File: config.mk
export PLATFORM = sky130hd
export DESIGN_NAME = unpadding_stream_flat
export DESIGN_NICKNAME = d
export VERILOG_FILES = /design/src/rtl/unpadding_stream_pkg.sv /design/src/rtl/unpadding_stream_if.sv /design/src/rtl/unpadding_stream_chunk_msb_find.sv /design/src/rtl/unpadding_stream.sv /design/src/flat_wrapper.sv
export SDC_FILE = /design/constraint.sdc
export NUM_CORES = 1
export LEC_CHECK = 0
export BUFFER_PORTS_ARGS = -buffer_cell sky130_fd_sc_hd__buf_2
export CAP_MARGIN = 20
export CELL_PAD_IN_SITES_DETAIL_PLACEMENT = 1
export CELL_PAD_IN_SITES_GLOBAL_PLACEMENT = 2
export CORE_MARGIN = 1
export CORE_UTILIZATION = 38
export DETAILED_ROUTE_END_ITERATION = 8
export GPL_TIMING_DRIVEN = 0
export PLACE_DENSITY_LB_ADDON = 0.1
export RECOVER_POWER = 50
export SETUP_SLACK_MARGIN = 0.4
export SYNTH_ARGS = -nofsm -noshare
export SYNTH_HDL_FRONTEND = slang
export SYNTH_HIERARCHICAL = 1
export SYNTH_SLANG_ARGS = --single-unit
File: constraint.sdc
create_clock -name clk -period 5.5 [get_ports clk]
set_input_delay 0.275 -clock clk [delete_from_list [all_inputs] [get_ports clk]]
set_output_delay 0.275 -clock clk [all_outputs]
set_load 0.05 [all_outputs]
File: src/rtl/unpadding_stream_pkg.sv
// Shared types and helpers for the block-unpadding receive path.
// Holds the FSM state encoding and the chunk priority-encoder function.
package unpad_pkg;

  typedef enum logic [1:0] {IDLE, SCAN, EMIT} state_t;

  localparam int IWIDTH_DEF = 64;
  localparam int LENW       = $clog2(IWIDTH_DEF + 1);

  // Widest chunk the shared encoder handles; narrower chunks are zero-extended.
  localparam int MAXCHUNK = 32;
  localparam int MIDXW    = $clog2(MAXCHUNK);

  typedef struct packed {
    logic             found;
    logic [MIDXW-1:0] index;
  } msb_t;

  function automatic msb_t msb_index(input logic [MAXCHUNK-1:0] chunk);
    msb_t r;
    r.found = 1'b0;
    r.index = '0;
    for (int i = 0; i < MAXCHUNK; i++) begin
      if (chunk[i]) begin
        r.found = 1'b1;
        r.index = MIDXW'(i);
      end
    end
    return r;
  endfunction

endpackage

File: src/rtl/unpadding_stream_if.sv
// Padded-block input stream and unpadded-result output stream.
// slave is the unpadder's view, master is the source/consumer view.
interface unpad_if
  import unpad_pkg::*;
#(
  parameter int IWIDTH = 64,
  parameter int BWIDTH = 32,
  parameter int LW     = LENW
);
  logic              in_valid;
  logic              in_ready;
  logic [IWIDTH-1:0] in_block;
  logic              out_valid;
  logic              out_ready;
  logic [BWIDTH-1:0] out_block;
  logic [LW-1:0]     out_len;
  logic              out_err;

  modport slave (
    input  in_valid, in_block, out_ready,
    output in_ready, out_valid, out_block, out_len, out_err
  );

  modport master (
    output in_valid, in_block, out_ready,
    input  in_ready, out_valid, out_block, out_len, out_err
  );
endinterface

File: src/rtl/unpadding_stream_chunk_msb_find.sv
// Combinational priority encoder: reports whether any bit of a chunk is set
// and the index of the highest set bit.
module chunk_msb_find
  import unpad_pkg::*;
#(
  parameter  int CHUNK = 8,
  localparam int IDXW  = (CHUNK > 1) ? $clog2(CHUNK) : 1
) (
  input  logic [CHUNK-1:0] chunk,
  output logic             any_set,
  output logic [IDXW-1:0]  msb_idx
);
  logic [MIDXW-1:0] idx_full;

  assign {any_set, idx_full} = msb_index(MAXCHUNK'(chunk));
  assign msb_idx             = IDXW'(idx_full);
endmodule

File: src/rtl/unpadding_stream.sv
// Unpadding receiver: scans a latched padded block MSB-first, one chunk per
// cycle, for the '1' marker, then presents the payload, its length and an error flag.
module unpadding_stream
  import unpad_pkg::*;
#(
  parameter int IWIDTH = 64,
  parameter int BWIDTH = 32,
  parameter int CHUNK  = 8,
  parameter int CNTW   = 16
) (
  input  logic            clk,
  input  logic            rst_n,
  unpad_if.slave          bus,
  output logic [CNTW-1:0] err_count
);
  localparam int NCHUNK = IWIDTH / CHUNK;
  localparam int LW     = $clog2(IWIDTH + 1);
  localparam int CW     = (NCHUNK > 1) ? $clog2(NCHUNK) : 1;
  localparam int IDXW   = (CHUNK > 1) ? $clog2(CHUNK) : 1;

  state_t            state, state_nxt;
  logic [IWIDTH-1:0] blk_p0;
  logic [CW-1:0]     c_p0;
  logic [LW-1:0]     m_p1;
  logic              nomark_p1;
  logic [CHUNK-1:0]  chunk;
  logic              any_set;
  logic [IDXW-1:0]   msb_idx;
  logic [BWIDTH-1:0] pay;
  logic              gap;
  logic              hs_out;

  assign chunk        = blk_p0[c_p0*CHUNK +: CHUNK];
  assign bus.in_ready = (state == IDLE);
  assign hs_out       = bus.out_valid && bus.out_ready;

  chunk_msb_find #(.CHUNK(CHUNK)) u_find (
    .chunk   (chunk),
    .any_set (any_set),
    .msb_idx (msb_idx)
  );

  always_ff @(posedge clk or negedge rst_n) begin
    if (!rst_n) state <= IDLE;
    else        state <= state_nxt;
  end

  always_comb begin
    state_nxt = state;
    case (state)
      IDLE:    if (bus.in_valid) state_nxt = SCAN;
      SCAN:    if (any_set || c_p0 == '0) state_nxt = EMIT;
      EMIT:    if (hs_out) state_nxt = IDLE;
      default: state_nxt = IDLE;
    endcase
  end

  // p0: block latch and chunk walk; p1: marker position once the scan resolves
  always_ff @(posedge clk) begin
    if (state == IDLE && bus.in_valid) begin
      blk_p0 <= bus.in_block;
      c_p0   <= CW'(NCHUNK - 1);
    end else if (state == SCAN) begin
      if (any_set) begin
        m_p1      <= LW'(c_p0) * LW'(CHUNK) + LW'(msb_idx);
        nomark_p1 <= 1'b0;
      end else if (c_p0 == '0) begin
        m_p1      <= '0;
        nomark_p1 <= 1'b1;
      end else begin
        c_p0 <= c_p0 - CW'(1);
      end
    end
  end

  // Payload keeps only bits below the marker; any set bit between BWIDTH and the marker is an error.
  always_comb begin
    pay = '0;
    gap = 1'b0;
    for (int i = 0; i < BWIDTH; i++) pay[i] = blk_p0[i] & (LW'(i) < m_p1);
    for (int i = BWIDTH; i < IWIDTH; i++) gap = gap | (blk_p0[i] & (LW'(i) < m_p1));
  end

  // p2: result registers, loaded on the first EMIT cycle and held until handoff
  always_ff @(posedge clk or negedge rst_n) begin
    if (!rst_n) begin
      bus.out_valid <= 1'b0;
      bus.out_block <= '0;
      bus.out_len   <= '0;
      bus.out_err   <= 1'b0;
      err_count     <= '0;
    end else if (state == EMIT && !bus.out_valid) begin
      bus.out_valid <= 1'b1;
      bus.out_block <= pay;
      bus.out_len   <= m_p1;
      bus.out_err   <= nomark_p1 | gap;
    end else if (hs_out) begin
      bus.out_valid <= 1'b0;
      if (bus.out_err && err_count != '1) err_count <= err_count + CNTW'(1);
    end
  end
endmodule
File: src/flat_wrapper.sv
// flat-port wrapper written by rule: the top's interface ports become plain ports
module unpadding_stream_flat import unpad_pkg::*;
#(
  parameter int IWIDTH = 64,
  parameter int BWIDTH = 32,
  parameter int CHUNK  = 8,
  parameter int CNTW   = 16
)
  (clk, rst_n, err_count, bus_in_valid, bus_in_block, bus_out_ready, bus_in_ready, bus_out_valid, bus_out_block, bus_out_len, bus_out_err);
  unpad_if #(.IWIDTH(IWIDTH), .BWIDTH(BWIDTH)) bus_i ();
  input  logic clk;
  input  logic rst_n;
  output logic [CNTW-1:0] err_count;
  input wire logic [$bits(bus_i.in_valid)-1:0] bus_in_valid;
  input wire logic [$bits(bus_i.in_block)-1:0] bus_in_block;
  input wire logic [$bits(bus_i.out_ready)-1:0] bus_out_ready;
  output wire logic [$bits(bus_i.in_ready)-1:0] bus_in_ready;
  output wire logic [$bits(bus_i.out_valid)-1:0] bus_out_valid;
  output wire logic [$bits(bus_i.out_block)-1:0] bus_out_block;
  output wire logic [$bits(bus_i.out_len)-1:0] bus_out_len;
  output wire logic [$bits(bus_i.out_err)-1:0] bus_out_err;
  assign bus_i.in_valid = bus_in_valid;
  assign bus_i.in_block = bus_in_block;
  assign bus_i.out_ready = bus_out_ready;
  assign bus_in_ready = bus_i.in_ready;
  assign bus_out_valid = bus_i.out_valid;
  assign bus_out_block = bus_i.out_block;
  assign bus_out_len = bus_i.out_len;
  assign bus_out_err = bus_i.out_err;
  unpadding_stream #(.IWIDTH(IWIDTH), .BWIDTH(BWIDTH), .CHUNK(CHUNK), .CNTW(CNTW)) u_core (.clk(clk), .rst_n(rst_n), .bus(bus_i), .err_count(err_count));
endmodule
# After elaboration in Yosys (flattened, before gate mapping)
# Cells that the tools add are included.
[op_classes]
addsub = 3
order_cmp = 64
eq_ne = 6
shifts = 1
n_mux = 17
bitwise = 100
n_reduce_logical = 14
[ops]
columns = ["operator", "n"]
rows = [
  ["6-bit by 7-bit less-than comparator with 1-bit output (first input constant)", 32],
  ["5-bit by 7-bit less-than comparator with 1-bit output (first input constant)", 16],
  ["1-bit bitwise AND", 64],
  ["64-bit by 7-bit indexed part select with 8-bit output", 1],
  ["4-bit by 7-bit less-than comparator with 1-bit output (first input constant)", 8],
  ["6-bit 2-to-1 mux", 8],
  ["1-bit OR", 32],
  ["3-bit by 7-bit less-than comparator with 1-bit output (first input constant)", 4],
  ["16-bit by 1-bit adder with 16-bit output (second input constant)", 1],
  ["16-bit != test (second input constant)", 1],
  ["1-bit by 7-bit less-than comparator with 1-bit output (first input constant)", 2],
  ["2-bit by 7-bit less-than comparator with 1-bit output (first input constant)", 2],
  ["7-bit 2-to-1 mux", 2],
  ["3-bit AND reduction", 4],
  ["6-bit by 3-bit adder with 7-bit output", 1],
  ["2-bit 2-to-1 mux", 3],
  ["2-bit case mux with 3 select lines", 1],
  ["1-bit logical AND", 4],
  ["2-bit by 1-bit != test with 1-bit output (second input constant)", 2],
  ["1-bit NOT", 4],
  ["2-bit nonzero test", 2],
  ["3-bit zero test", 1],
  ["1-bit 2-to-1 mux", 3],
  ["3-bit by 1-bit subtractor with 3-bit output (second input constant)", 1],
  ["6 further kinds", 6],
]
[word_totals]
regBits = 134
input_bits = 68

# Logic depth before layout (Yosys ltp)
# Gate-level depths: netlist of the first run.
[logic_depth]
word_depth = 34
ltp_mapped = 11
ltp_nobuf = 9

# Modules after synthesis
# Netlist of the first run, hierarchy kept.
[by_module_without_submodules]
columns = ["mod", "instances", "cells_each", "area_per_inst_um2", "seq_area_each_um2"]
rows = [
  ["unpadding_stream", 1, 462, 5760.5, 3643.5],
  ["chunk_msb_find", 1, 12, 57.6, 0.0],
]

# Worst setup path before layout of the first run
# No wires, ideal clock.
[synth_path]
path_type = "register -> register"
from = "register u_core.state[0]"
to = "register u_core.blk_p0[0] (enable)"
arrival_time_ns = 2.685
slack_ns = 2.397
path_stages_with_launch = 4
path_buffers = 0
synth_period_minus_slack_ns = 3.103
cell_sequence = "dfrtp_1 nor2_1 nand2_1 inv_1"
[synth_via]
elab_chain_len = 2
[synth_rtl]
columns = ["item", "line_no", "rtl"]
rows = [
  ["from (decl)", "unpadding_stream.sv:21", "state_t state, state_nxt;"],
  ["from (signal assigned)", "unpadding_stream.sv:45", "else state <= state_nxt;"],
  ["2-bit zero test", "n/a", ""],
  ["net bus_in_ready", "flat_wrapper.sv:17", "output wire logic [$bits(bus_i.in_ready)-1:0] bus_in_ready;"],
  ["1-bit logical AND", "unpadding_stream.sv:60", "if (state == IDLE && bus.in_valid) begin"],
  ["to (signal assigned)", "unpadding_stream.sv:61", "blk_p0 <= bus.in_block;"],
  ["to (decl)", "unpadding_stream.sv:22", "logic [IWIDTH-1:0] blk_p0;"],
]
# The timed path passes the listed nets, and every way through them passes these cells.
# A chain may end at the register's enable or synchronous reset.

# Worst setup path after layout of the first run
[layout_path]
from = "register u_core.c_p0[1]"
to = "register u_core.c_p0[0]"
[layout_rtl]
columns = ["item", "line_no", "rtl"]
rows = [
  ["from (decl)", "unpadding_stream.sv:23", "logic [CW-1:0] c_p0;"],
  ["from (signal assigned)", "unpadding_stream.sv:62", "c_p0 <= CW'(NCHUNK - 1);"],
  ["from (signal assigned)", "unpadding_stream.sv:71", "c_p0 <= c_p0 - CW'(1);"],
  ["64-bit by 7-bit indexed part select with 8-bit output", "unpadding_stream.sv:33", "assign chunk = blk_p0[c_p0*CHUNK +: CHUNK];"],
  ["net u_core.chunk[7]", "unpadding_stream.sv:26", "logic [CHUNK-1:0] chunk;"],
  ["6-bit 2-to-1 mux", "unpadding_stream_pkg.sv:24", "if (chunk[i]) begin"],
  ["net u_core.any_set", "unpadding_stream.sv:27", "logic any_set;"],
  ["1-bit NOT (no line)", "n/a", ""],
  ["3-bit AND reduction (no line)", "n/a", ""],
]
# The timed path passes the listed nets, and every way through them passes these cells.

==> summary.txt, run 1 <==
Synth
  – Post-synthesis sequential area ratio: 62.62%
  – Avg Inst Size Synth: 12.27 µm²
  – Post-synthesis instance area: 5818 µm²
  – Yosys cell types: 62
  – Syn nets: 545
  – Post-synth EDFFs: 71
  – Synth async-reset ratio: 43.94%
  – Area contributors post-synth: edfxtp_1 (37%), dfrtp_1 (25%), nand2_1 (6.5%)
  – Cell taking the most area after synthesis: edfxtp_1
  – Ys Warns: 6
  – Main synth FF type: edfxtp_1
  – Flops & latches, synth: 132
  – Yosys top cell area share: 36.65%
  – Post-Syn Instances: 474

Min path
  – Worst Hold Class: primary input to flip-flop

STA
  – TNS Setup: 0 ns
  – Minimum clock period: 3.474 ns
  – Setup Skew: 0.01499 ns
  – Achievable Freq: 0.2879 GHz
  – Final Max Slew Viols: 59
  – Final setup fails: 0
  – Worst-Margin Slew: 3.350 ns
  – Final count of hold timing violations: 0
  – Slew margin rel.: -123.3%
  – Ratio of final minimum period to clock period: 63.16%
  – Unrepaired setup endpoints after global routing: no

Critical path
  – CP Launch Type: flip-flop
  – Max incr delay on CP: 0.60 ns
  – CP bufs+invs: 2
  – CP Cell Sequence: clkbuf_1 > clkbuf_1 > mux4_2 > nand2_1 > nand2_1 > nor2_1 > nand4_1 > a21oi_1 > nand3b_1 > xnor2_1 > nand2_1
  – Critical Path RT: 5.80 ns
  – Crit path max-delay family: buffers and inverters
  – Kind of critical path: flip-flop to flip-flop
  – CP max stage cell: clkbuf_1
  – Crit Path Max Fanout: 10
  – CP Capture Type: flip-flop
  – WP data arrival: 3.78 ns
  – Most frequent CP cell: nand2_1

Drt
  – Post-route ant nets: 0
  – Routed WL per cell: 21.11 µm
  – # DRC: 0
  – Initial drt markers: 207
  – Routed wire length: 17270 µm
  – DR vias/cell: 5.375
  – DR vias: 4397
  – Drt pass-1 iters: 4

Power and ir drop
  – Max IR drop VDD: 268.1 µV
  – PnR Total Power: 4.004 mW
  – Lkg Pwr: 3.024 nW
  – Power Dens Cells: 551.5 nW/µm²

Floorplanning
  – # IOs: 126
  – FP Rows: 44
  – Die area: 15810 µm²
  – Starting Density: 39.43%
  – DIE WIDTH: 125.7 µm
  – Core ar.: 14750 µm²
  – Die Span Y: 125.7 µm

Cells and area
  – Final #Nets: 692
  – Non-filler instance count after layout: 818
  – Layout cells sized above 1: 23.82%
  – Layout Utilization: 49.21%
  – Area Overhead vs Synth: 24.80%
  – ANT cells: 0
  – Finished Cell Area: 7261 µm²

Job
  – Number of max-cap violations: 1

Clock network
  – H-tree Lvls: 4
  – TritonCTS Buffers: 17
  – Postcts setup bufs: 0
  – CTS tree: yes
  – Clk Latency, worst-skew pair: 0.43 ns
  – CTS resizes: 0
  – Hold buffers post-CTS: 3
  – Clock-pin slew on the worst setup and hold paths: 0.06 ns
  – Root Driver: clkbuf_16
  – Clock Tree Buf Depth: 2
  – Clock sinks: 132

Placement
  – Dpl hpwl: 12260 µm
  – Placed Cells: 783
  – Post-DP Area: 6691 µm²
  – GPL Wtd Cong: 0.8209
  – Port Buffer Count: 124

Global route
  – Global-route wire length before repair: 26860 µm
  – GRT overflow: 0
  – GRT Total Usage: 23.18%
  – Largest net degree at the start of global routing: 59
  – Vias in the first global route: 4664
  – Initial antenna violation count: 0

Status
  – Status: finished with violations
  – Failing checks: max-capacitance violations, max-slew violations
per-stage QoR:
step	setup WS, ns	hold WS [ns]
final	2.026	0.01997
after global routing	1.338	0.006718
after CTS	1.968	0.00004147
after detailed placement	1.996	0.4191
after global placement	2.144	0.4510
after floorplan	2.397	-0.02059
state kept, by name, indices dropped and copies added, names as in the netlist:
signal                flops
u_core/bus.out_err        1
u_core/bus.out_len        6
u_core/bus.out_block     32
u_core/m_p1               6
u_core/bus.out_valid      1
u_core/state              2
u_core/c_p0               3
u_core/blk_p0            64
u_core/nomark_p1          1
u_core/err_count         16
where the power goes:
part | internal (mW) | switching [mW]
logic | 0.316 | 1.04
clock network | 0.714 | 0.419
registers | 1.34 | 0.183
Yosys cell counts, types with 2 or more instances:
master,number
a21o_1,3
a21oi_1,16
a22o_1,2
a31oi_1,3
a32o_1,7
and2_1,5
and3_1,5
and4_1,2
buf_2,10
clkbuf_1,16
dfrtp_1,58
dfxtp_1,3
edfxtp_1,71
ha_1,3
inv_1,9
mux4_2,16
nand2_1,101
nand2b_1,6
nand3_1,10
nand3b_1,3
nand4_1,6
nand4b_1,2
nor2_1,19
o2111ai_1,7
o21a_1,2
o21ai_0,31
o21ai_1,2
o22ai_1,2
o31ai_1,2
or2_1,2
or3_1,4
or3b_1,2
xnor2_1,12
xor2_1,4
per-layer routing:
metal	part of all wire, %	GRT usage, %
met5	0	0
met1	44	29.44
met3	4.7	4.418
met2	50	38.56
met4	1.4	10.63
area by class of cell:
class | instances | area, µm²
clock inverters | 9 | 101.3
well taps | 184 | 230.2
clock buffers | 23 | 489.2
multi-input cells | 303 | 2004
flip-flops and latches | 132 | 3643
repair buffers | 128 | 621.8
plain buffers | 29 | 132.6
fillers | 1643 | 7493
inverters | 10 | 37.54
placed cells by master, fill, tap and decap left out, drive strengths merged, types with 7 or more instances in the layout:
cell / instances
nand2: 101
buf: 99
clkbuf: 78
edfxtp: 71
dfrtp: 58
o21ai: 33
nor2: 19
mux4: 16
a21oi: 16
xnor2: 12
nand3: 10
inv: 9
o2111ai: 7
a32o: 7
path summary, 6_finish.rpt:
check	startpoint	endpoint	slack, ns	cells after the start
worst max-delay path	u_core/c_p0[1]	u_core/c_p0[0]	2.03	11
worst min-delay path	bus_in_block[40]	u_core/blk_p0[40]	0.02	1
worst max register to register	u_core/c_p0[1]	u_core/c_p0[0]	2.03	11
worst min register to register	u_core/bus.out_block[31]	u_core/bus.out_block[31]	0.46	2
max in group asynchronous	rst_n	u_core/bus.out_block[27]	2.09	2
min in group asynchronous	rst_n	u_core/bus.out_block[0]	1.52	2
kinds of logic after synthesis:
family                   synth area share, %
multiplexers                           6.387
adder cells (fa/ha/maj)               0.8388
other                                0.06445
flip-flops                             62.62
AO/OA/AOI/OAI                          10.49
XOR/XNOR                               2.409
buffers and inverters                  2.925
AND/OR/NAND/NOR                        14.26
No activity file was read; power rests on OpenSTA's default activity.
==> inputs of run 2 (changes only) <==
CORE_UTILIZATION = 36   (was 38)
clock period = 3.4 ns   (was 5.5 ns; I/O delays follow)
==> summary.txt, run 2 (synthesis results as in run 1) <==
Power and ir drop
  – Max IR drop VDD: 397.0 µV
  – Comb power frac: 35.1%
  – Internal power: 3.756 mW
  – Power Dens Cells: 807.6 nW/µm²
  – PnR Total Power: 6.409 mW
  – Psw: 2.654 mW
  – Lkg Pwr: 3.279 nW
  – Sequential power share: 38.5%
  – Clock Power Share: 26.4%
  – Sw Ratio: 41.40%

Critical path
  – Crit path max-delay family: simple AND/OR/NAND/NOR gates
  – Crit path from: u_core/c_p0[0]
  – Kind of critical path: flip-flop to flip-flop
  – Critical Path RT: 3.68 ns
  – Max incr delay on CP: 0.53 ns
  – Reg-to-Reg Start: u_core/c_p0[0]
  – WP data arrival: 3.06 ns
  – Crit Path Max Fanout: 10
  – CP Cell Sequence: buf_6 > buf_8 > mux4_2 > nand2_1 > nand2_1 > nor2_2 > nand4_1 > a21oi_2 > nand3b_1 > xnor2_1 > nand2_1
  – FF-to-FF path depth: 11
  – CP max stage cell: mux4_2
  – CP Capture Type: flip-flop
  – CP bufs+invs: 2
  – CP Depth: 11
  – CP Launch Type: flip-flop
  – Internal reg-to-reg setup slack: 0.62 ns
  – Most frequent CP cell: nand2_1
  – Crit Reg-Reg Endpoint: u_core/c_p0[0]
  – CP endpoint: u_core/c_p0[0]

Floorplanning
  – FP Rows: 46
  – Die Span Y: 129.1 µm
  – Starting Density: 36.76%
  – Die area: 16670 µm²
  – DIE WIDTH: 129.1 µm
  – # IOs: 126
  – Core ar.: 15830 µm²

Clock network
  – Clock sinks: 132
  – Clock Tree Buf Depth: 2
  – Clock-pin slew on the worst setup and hold paths: 0.06 ns
  – Clk Latency, worst-skew pair: 0.42 ns
  – TritonCTS Buffers: 17
  – Root Driver: clkbuf_16
  – H-tree Lvls: 4
  – CTS tree: yes

STA
  – WHS: 0.1270 ns
  – Final setup fails: 0
  – Setup Skew: 0.004416 ns
  – TNS Setup: 0 ns
  – Achievable Freq: 0.3601 GHz
  – Worst-Margin Slew: 1.356 ns
  – Slew margin rel.: 9.603%
  – Unrepaired setup endpoints after global routing: no
  – Ratio of final minimum period to clock period: 81.67%
  – Final count of hold timing violations: 0
  – Final Max Slew Viols: 0
  – Minimum clock period: 2.777 ns

Cells and area
  – Finished Cell Area: 7936 µm²
  – Layout cells sized above 1: 21.32%
  – Final #Nets: 757
  – Largest reg by FF count: u_core/blk_p0
  – Most frequent cells in the layout: nand2_1 (101), buf_2 (87), edfxtp_1 (71), dlygate4sd3_1 (66), clkbuf_1 (65)
  – Area Overhead vs Synth: 36.41%
  – Layout Utilization: 50.14%
  – Top flop regs: u_core/blk_p0: 64 flops, u_core/bus.out_block: 32 flops, u_core/err_count: 16 flops
  – Fillers: 1733
  – ANT cells: 0
  – Max reg flops: 64
  – Commonest non-fill, non-tap cell in the layout: nand2_1

Drt
  – DR vias/cell: 5.140
  – Post-route ant nets: 0
  – Routed wire length: 18300 µm
  – Drt pass-1 iters: 5
  – DR vias: 4703
  – Routed WL per cell: 20.00 µm
  – Initial drt markers: 281
  – # DRC: 0

Placement
  – Dpl hpwl: 12730 µm
  – Port Buffer Count: 124
  – Post-DP Area: 6753 µm²
  – GPL Wtd Cong: 0.8804

Global route
  – Met2 usage in global routing: 37.67%
  – Global route hottest layer: met2
  – Largest net degree at the start of global routing: 38
  – Met1 usage: 32.21%
  – Met3 usage: 4.294%
  – Initial antenna violation count: 0
  – GRT overflow: 0
  – Global-route wire length before repair: 28270 µm
  – Vias in the first global route: 4952
  – GRT Total Usage: 23.53%

Min path
  – Worst Hold Class: primary input to flip-flop

Status
  – Status: finished, final reports clean

Job
  – Number of max-cap violations: 0
## run 2: cell types whose count changed in the layout (fill, tap and decap cells not counted), sizes merged
cell | before | now
buf | 99 | 95
inv | 9 | 8
clkinv | 5 | 4
clkbuf | 78 | 89
clkinvlp | 3 | 2
bufinv | 2 | 0
dlygate4sd3 | 3 | 66
## run 2: stage by stage
stage	setup WS, ns	instances
floorplan	0.8434	474
global placement	-0.02858	814
detailed placement	-0.1936	816
CTS	0.4144	914
global route	0.4105	915
finish	0.6233	915
## run 2: cell type report
class	instances	area, µm²	area share, %
timing repair buffer	193	1272	16.03
multi-input combinational	303	2011	25.34
buffer	29	157.7	1.986
sequential	132	3643	45.91
tap	216	270.3	3.405
inverter	10	41.29	0.5203
clock inverter	4	22.52	0.2838
clock buffer	28	518.0	6.527
## run 2: tightest hold or removal path: stages
cell	delay (ns)
buf_2	0.07
nand2_1	0.16
nand2_1	0.11
## run 2: metal layers
| metal | up-vias | wire length (µm) |
|---|---|---|
| met1 | 2377 | 8318 |
| met3 | 27 | 1004 |
| met2 | 152 | 8680 |
| li1 | 2147 | - |
| met5 | - | 0 |
| met4 | 0 | 301 |
## run 2: power groups by stage
stage	clock network (mW)	logic, mW	registers [mW]
after global routing	1.78	2.40	2.52
after CTS	1.72	2.32	2.46
after detailed placement	0	2.26	2.48
after global placement	0	2.19	2.48
final	1.69	2.25	2.47
after floorplan	0	0.741	3.25
## run 2: worst min-delay path by stage
stage / startpoint / endpoint / cells past startpoint
floorplan: rst_n / u_core/bus.out_block[0] / 0
global placement: bus_in_block[11] / u_core/blk_p0[11] / 1
detailed placement: rst_n / u_core/err_count[7] / 1
CTS: bus_in_valid / u_core/c_p0[2] / 3
global route: bus_in_valid / u_core/c_p0[2] / 3
finish: bus_in_valid / u_core/c_p0[2] / 3
## run 2: repair_timing
action | 4_1_cts | 5_1_grt
pin swaps | 0 | 2
gates resized for setup | 6 | 9
setup endpoints to repair | 18 | 10
hold buffers | 66 | 0
setup buffers | 0 | 1
endpoints found under the hold margin | 86 | 0
